File: src/rtl/cg_bank_ctrl.sv
// cg_bank_ctrl -- bank of glitch-free clock gates with per-channel idle shutdown.
//
// Each channel runs an OFF/ON/HOLD state machine. Activity (or the global
// ForceOn) opens the gate at once. Once activity stops, the gate stays open
// for IDLE_CYCLES more cycles and then closes. ForceOff holds a channel closed
// and wins over everything except TestEn. TestEn reaches only the TE pin of
// the gating cell, so scan mode never disturbs the state machines.
//
// Ports:
//   ClkIn    in   1    ungated source clock, all state on its rising edge
//   ResetB   in   1    asynchronous active-low reset
//   Active   in   NCH  per-channel activity request
//   ForceOn  in   1    hold every channel that is not forced off open
//   ForceOff in   NCH  per-channel hold-closed
//   TestEn   in   1    scan bypass, opens every gate through the cell TE pin
//   ClkOut   out  NCH  gated clocks
//   GateEn   out  NCH  registered enable per channel (cell E input)
//   AllIdle  out  1    registered, 1 when every GateEn bit is 0

module cg_bank_ctrl #(
  parameter int NCH         = 4,
  parameter int CNT_W       = 4,
  parameter int IDLE_CYCLES = 8
) (
  input  logic           ClkIn,
  input  logic           ResetB,
  input  logic [NCH-1:0] Active,
  input  logic           ForceOn,
  input  logic [NCH-1:0] ForceOff,
  input  logic           TestEn,
  output logic [NCH-1:0] ClkOut,
  output logic [NCH-1:0] GateEn,
  output logic           AllIdle
);

  typedef enum logic [1:0] {
    ST_OFF  = 2'd0,
    ST_ON   = 2'd1,
    ST_HOLD = 2'd2
  } state_e;

  // Load value on entering HOLD. The count covers the cycles after the ON
  // cycle, so a run-out of N cycles loads N-1. This value is unused when
  // IDLE_CYCLES is 0.
  localparam logic [CNT_W-1:0] IDLE_LOAD =
      (IDLE_CYCLES == 0) ? {CNT_W{1'b0}} : CNT_W'(IDLE_CYCLES - 1);
  localparam logic IDLE_ZERO = (IDLE_CYCLES == 0);

  state_e           state_q [NCH];
  state_e           state_d [NCH];
  logic [CNT_W-1:0] cnt_q   [NCH];
  logic [CNT_W-1:0] cnt_d   [NCH];
  logic [NCH-1:0]   en_q;
  logic [NCH-1:0]   en_d;
  logic [NCH-1:0]   wake_s;
  logic             all_idle_q;

  assign wake_s = Active | {NCH{ForceOn}};

  // Per-channel next state. The priority order is ForceOff, then
  // ForceOn/Active, then the idle run-out.
  always_comb begin
    for (int i = 0; i < NCH; i++) begin
      state_d[i] = state_q[i];
      cnt_d[i]   = cnt_q[i];
      case (state_q[i])
        ST_OFF: begin
          if (ForceOff[i]) begin
            state_d[i] = ST_OFF;
          end else if (wake_s[i]) begin
            state_d[i] = ST_ON;
          end else begin
            state_d[i] = ST_OFF;
          end
        end
        ST_ON: begin
          if (ForceOff[i]) begin
            state_d[i] = ST_OFF;
          end else if (wake_s[i]) begin
            state_d[i] = ST_ON;
          end else if (IDLE_ZERO) begin
            state_d[i] = ST_OFF;
          end else begin
            state_d[i] = ST_HOLD;
            cnt_d[i]   = IDLE_LOAD;
          end
        end
        ST_HOLD: begin
          if (ForceOff[i]) begin
            state_d[i] = ST_OFF;
          end else if (wake_s[i]) begin
            state_d[i] = ST_ON;
          end else if (cnt_q[i] == {CNT_W{1'b0}}) begin
            state_d[i] = ST_OFF;
          end else begin
            // Decrement only from a nonzero count, so the counter never wraps.
            cnt_d[i] = cnt_q[i] - {{(CNT_W-1){1'b0}}, 1'b1};
          end
        end
        default: begin
          state_d[i] = ST_OFF;
        end
      endcase
      // The gate is open in every state except OFF.
      en_d[i] = (state_d[i] != ST_OFF);
    end
  end

  // State, counter, enable and idle-flag registers. AllIdle is taken from the
  // next enable values so that it updates on the same edge as GateEn.
  always_ff @(posedge ClkIn or negedge ResetB) begin
    if (!ResetB) begin
      for (int i = 0; i < NCH; i++) begin
        state_q[i] <= ST_OFF;
        cnt_q[i]   <= {CNT_W{1'b0}};
      end
      en_q       <= {NCH{1'b0}};
      all_idle_q <= 1'b1;
    end else begin
      for (int i = 0; i < NCH; i++) begin
        state_q[i] <= state_d[i];
        cnt_q[i]   <= cnt_d[i];
      end
      en_q       <= en_d;
      all_idle_q <= ~(|en_d);
    end
  end

  assign GateEn  = en_q;
  assign AllIdle = all_idle_q;

  // One integrated clock-gating cell per channel. The clock path contains
  // only this cell.
  for (genvar g = 0; g < NCH; g++) begin : g_icg
    CKLNQD1 u_icg (
      .CP (ClkIn),
      .E  (en_q[g]),
      .TE (TestEn),
      .Q  (ClkOut[g])
    );
  end

endmodule

// CKLNQD1 -- behavioural model of a latch-based integrated clock gate.
// The latch is transparent while CP is low and holds while CP is high. A
// change on E or TE during the high phase, including an async reset of E,
// therefore cannot truncate or create a pulse.
// Ports: CP clock in, E enable, TE test enable, Q gated clock out.
module CKLNQD1 (
  input  logic CP,
  input  logic E,
  input  logic TE,
  output logic Q
);

  logic en_l;

  // Enable latch, transparent in the low phase of CP.
  always_latch begin
    if (!CP) begin
      en_l <= E | TE;
    end
  end

  assign Q = CP & en_l;

endmodule

File: config.mk
export PLATFORM = sky130hd
export DESIGN_NAME = cg_bank_ctrl
export DESIGN_NICKNAME = d
export VERILOG_FILES = /design/src/rtl/cg_bank_ctrl.sv
export SDC_FILE = /design/constraint.sdc
export NUM_CORES = 1
export LEC_CHECK = 0
export CAP_MARGIN = 0
export CORE_AREA = 2 2 88 90
export CTS_BUF_LIST = sky130_fd_sc_hd__clkbuf_16
export DETAILED_ROUTE_END_ITERATION = 8
export DIE_AREA = 0 0 90 92
export MAX_ROUTING_LAYER = met4
export SLEW_MARGIN = 20
export SYNTH_ARGS = -nofsm -noshare
export SYNTH_HDL_FRONTEND = slang
export SYNTH_SLANG_ARGS = --single-unit
File: constraint.sdc
create_clock -name ClkIn -period 3.3 [get_ports ClkIn]
set_clock_uncertainty 0.05 [all_clocks]
set_input_delay 0.495 -clock ClkIn [delete_from_list [all_inputs] [get_ports ClkIn]]
set_output_delay 0.495 -clock ClkIn [all_outputs]
set_load 0.005 [all_outputs]
==> flow_summary.ini <==
[status]
status = complete, no violations

[route]
wl_um = 3530
vias = 1430
drt-pass1-iter-count = 4
drt_iter0_drc = 67
via_per_inst = 4.55
ant_nets = 0
wl_per_cell_um = 11.2
drc = 0

[synth]
synth_commonest_cells = dfrtp_1 (28), nor2_1 (20), a21oi_1 (13)
syn_avg_cell_area_um2 = 9.10
synthFlopType = dfrtp_1
async_flop_share_pct = 87.9
yosys.cell_types.count = 44
synth-simple-area-share_pct = 25.0
synth_mux_area_share_pct = 3.47
synth_top_family_by_area = simple AND/OR/NAND/NOR gates
synthAdderAreaFrac_pct = 2.83
synth.most_common_cell = dfrtp_1
syn-cell-area_mm2 = 0.00177
synth_xor_area_share_pct = 0.496
yosys.area.top_type_share_pct = 39.7
ys_ff_latch = 33
synth-compound-area-share_pct = 15.6
synth.yosys.warnings = 0
synth_nets = 210
synthCells = 194
synth_area_leader_cell = dfrtp_1
synthTopCellsByArea = dfrtp_1 (40%), nor2_1 (4.3%), buf_4 (3.8%), a21oi_1 (3.7%), dlxtn_1 (3.4%)
synth_edf_count = 0

[setup_path]
critical_path_buf_inv_count = 1
cp_slowest_stage_delay_ns = 0.38
reg2regPathDepth = 1
end_kind = output pin
worstPathRequired_ns = 2.75
path_max_fanout = 1
crit_arrival_ns = 2.68
cp-endpoint = ClkOut[3]
r2r_slack_ns = 1.00
cp-start-kind = latch
crit_family = latches
r2r_end = g_icg[3].u_icg.en_l
cp_cell_sequence = and2_1, buf_2
reg2reg_from = GateEn[3]
crit_start = g_icg[3].u_icg.en_l
critPathKind = latch to output pin
cp.depth = 2
crit_path_top_delay_cell = dlxtn_1

[final_layout]
antenna_cells = 0
final_nets = 226
drive_gt1_share_pct = 12.7
seq_area_um2 = 787
multiInputGateArea_um2 = 837
fin_util_pct = 29.9
synthToLayoutAreaGrowth_pct = 26.0
fillers = 820

[global_route]
grt_pass1_wl_um = 6240
grt_usage_pct = 10.3
grt-ovfl-total = 0
grt_max_degree = 30
antenna_found_initial = 0
grt_pass1_vias = 1370

[sta]
slew_violations = 0
setup_viol = 0
setup_tns_ns = 0
slew_headroom_pct = 66.8
finalHoldViolCount = 0
rsz0062_at_grt = false
worst_pin_slew_ns = 0.498

[floorplan]
placementRows = 32
die_h_um = 92
die_w_um = 90
io_pins = 21
coreArea_mm2 = 0.00745
initial_core_util_pct = 23.7
die-area_mm2 = 0.00828

[worst_hold_path]
hold_path_class = primary input to async pin

[clock_tree]
cts_tree = built
path_clk_slew_ns = 0.05
postCtsSetupBuffers = 0
clk_latency_ns = 0.39

[power_and_ir_drop]
leakagePower_uw = 0.000932
ir_worst_vdd_uv = 180
power_density_mw_per_mm2 = 579

[place]
gp_congestion = 0.847
dp_hpwl_um = 2530
port-buffer-count = 20

[flow_run]
drv_cap = 0
[worst min path at each step]
stage / start / endpoint / slack, ns / depth (start not counted)
floorplan: ResetB / GateEn[0] / 0.15 / 0
global placement: cnt_q[0] / cnt_q[0] / 0.44 / 1
detailed placement: cnt_q[0] / cnt_q[0] / 0.45 / 1
CTS: cnt_q[0] / cnt_q[0] / 0.46 / 1
global route: cnt_q[0] / cnt_q[0] / 0.48 / 1
finish: ResetB / cnt_q[0] / 0.45 / 2
[kinds of logic (layout without fill, tap and decap cells)]
kind of cell	Yosys count	in the layout
buffers and inverters	28	46
flip-flops	29	29
AND/OR/NAND/NOR	80	80
AO/OA/AOI/OAI	42	42
adder cells (fa/ha/maj)	4	4
multiplexers	6	6
latches	4	4
XOR/XNOR	1	1
[layout make-up]
type                       instances  area share, %
clock inverter                     4          0.675
tap                              102           5.74
inverter                          12           2.02
multi-input combinational        133           37.6
sequential                        33           35.4
clock buffer                      13           11.0
timing repair buffer              17           7.54
[cell usage in the layout, fill, tap and decap left out, types with 2 or more instances in the layout]
master	n
nor2_1	20
or2_2	4
nor4_1	2
a22oi_1	2
nor3_1	11
mux2i_1	5
inv_1	16
or3_1	4
ha_1	4
o21ai_0	10
nor3b_1	3
nand2b_1	4
and2_1	4
nand3_1	4
or3b_1	2
dfrtp_1	28
or3_4	2
clkdlybuf4s50_1	16
a21o_1	2
o22a_1	2
a221oi_1	2
nand2_1	11
a21oi_1	13
and3_1	2
buf_2	4
clkbuf_16	9
o21a_1	2
a211oi_1	3
dlxtn_1	4
nor4b_1	2
[layer usage]
layer / part of all wire [%] / GRT usage [%] / routed length [um] / up-vias
met5: 0 / - / 0 / -
met1: 44 / 10.6 / 1550 / 684
met3: 6.2 / 6.16 / 219 / 10
li1: - / - / - / 708
met2: 48 / 14.8 / 1680 / 28
met4: 2.2 / 6.79 / 79 / 0
[state kept, by name (all words and copies together), names as in the netlist]
register / flops
AllIdle: 1
state_q: 8
GateEn: 4
cnt_q: 16
g_icg.u_icg.en_l: 4
[per-stage QoR]
| step | total power [uW] | hold slack [ns] | setup WS, ns | area, um^2 | cells |
|---|---|---|---|---|---|
| global route | 1360 | 0.480 | 0.0344 | 2220 | 314 |
| floorplan | 592 | 0.149 | 0.538 | 1770 | 194 |
| global placement | 649 | 0.443 | 0.152 | 2000 | 301 |
| CTS | 1310 | 0.457 | 0.0619 | 2220 | 314 |
| detailed placement | 654 | 0.450 | 0.147 | 2000 | 301 |
| finish | 1290 | 0.451 | 0.0799 | 2220 | 314 |
[power breakdown]
group          leakage (uW)  internal (uW)  switching, uW
registers          0.000380            414           24.8
clock network      0.000160            519            222
logic              0.000392           55.4           52.1
total              0.000932            988            299
[repair_timing]
action / CTS / global route
hold buffers: 0 / 0
resized for setup: 16 / 0
setup endpoints to repair: 8 / 0
Power figures use the tool's default switching activity.
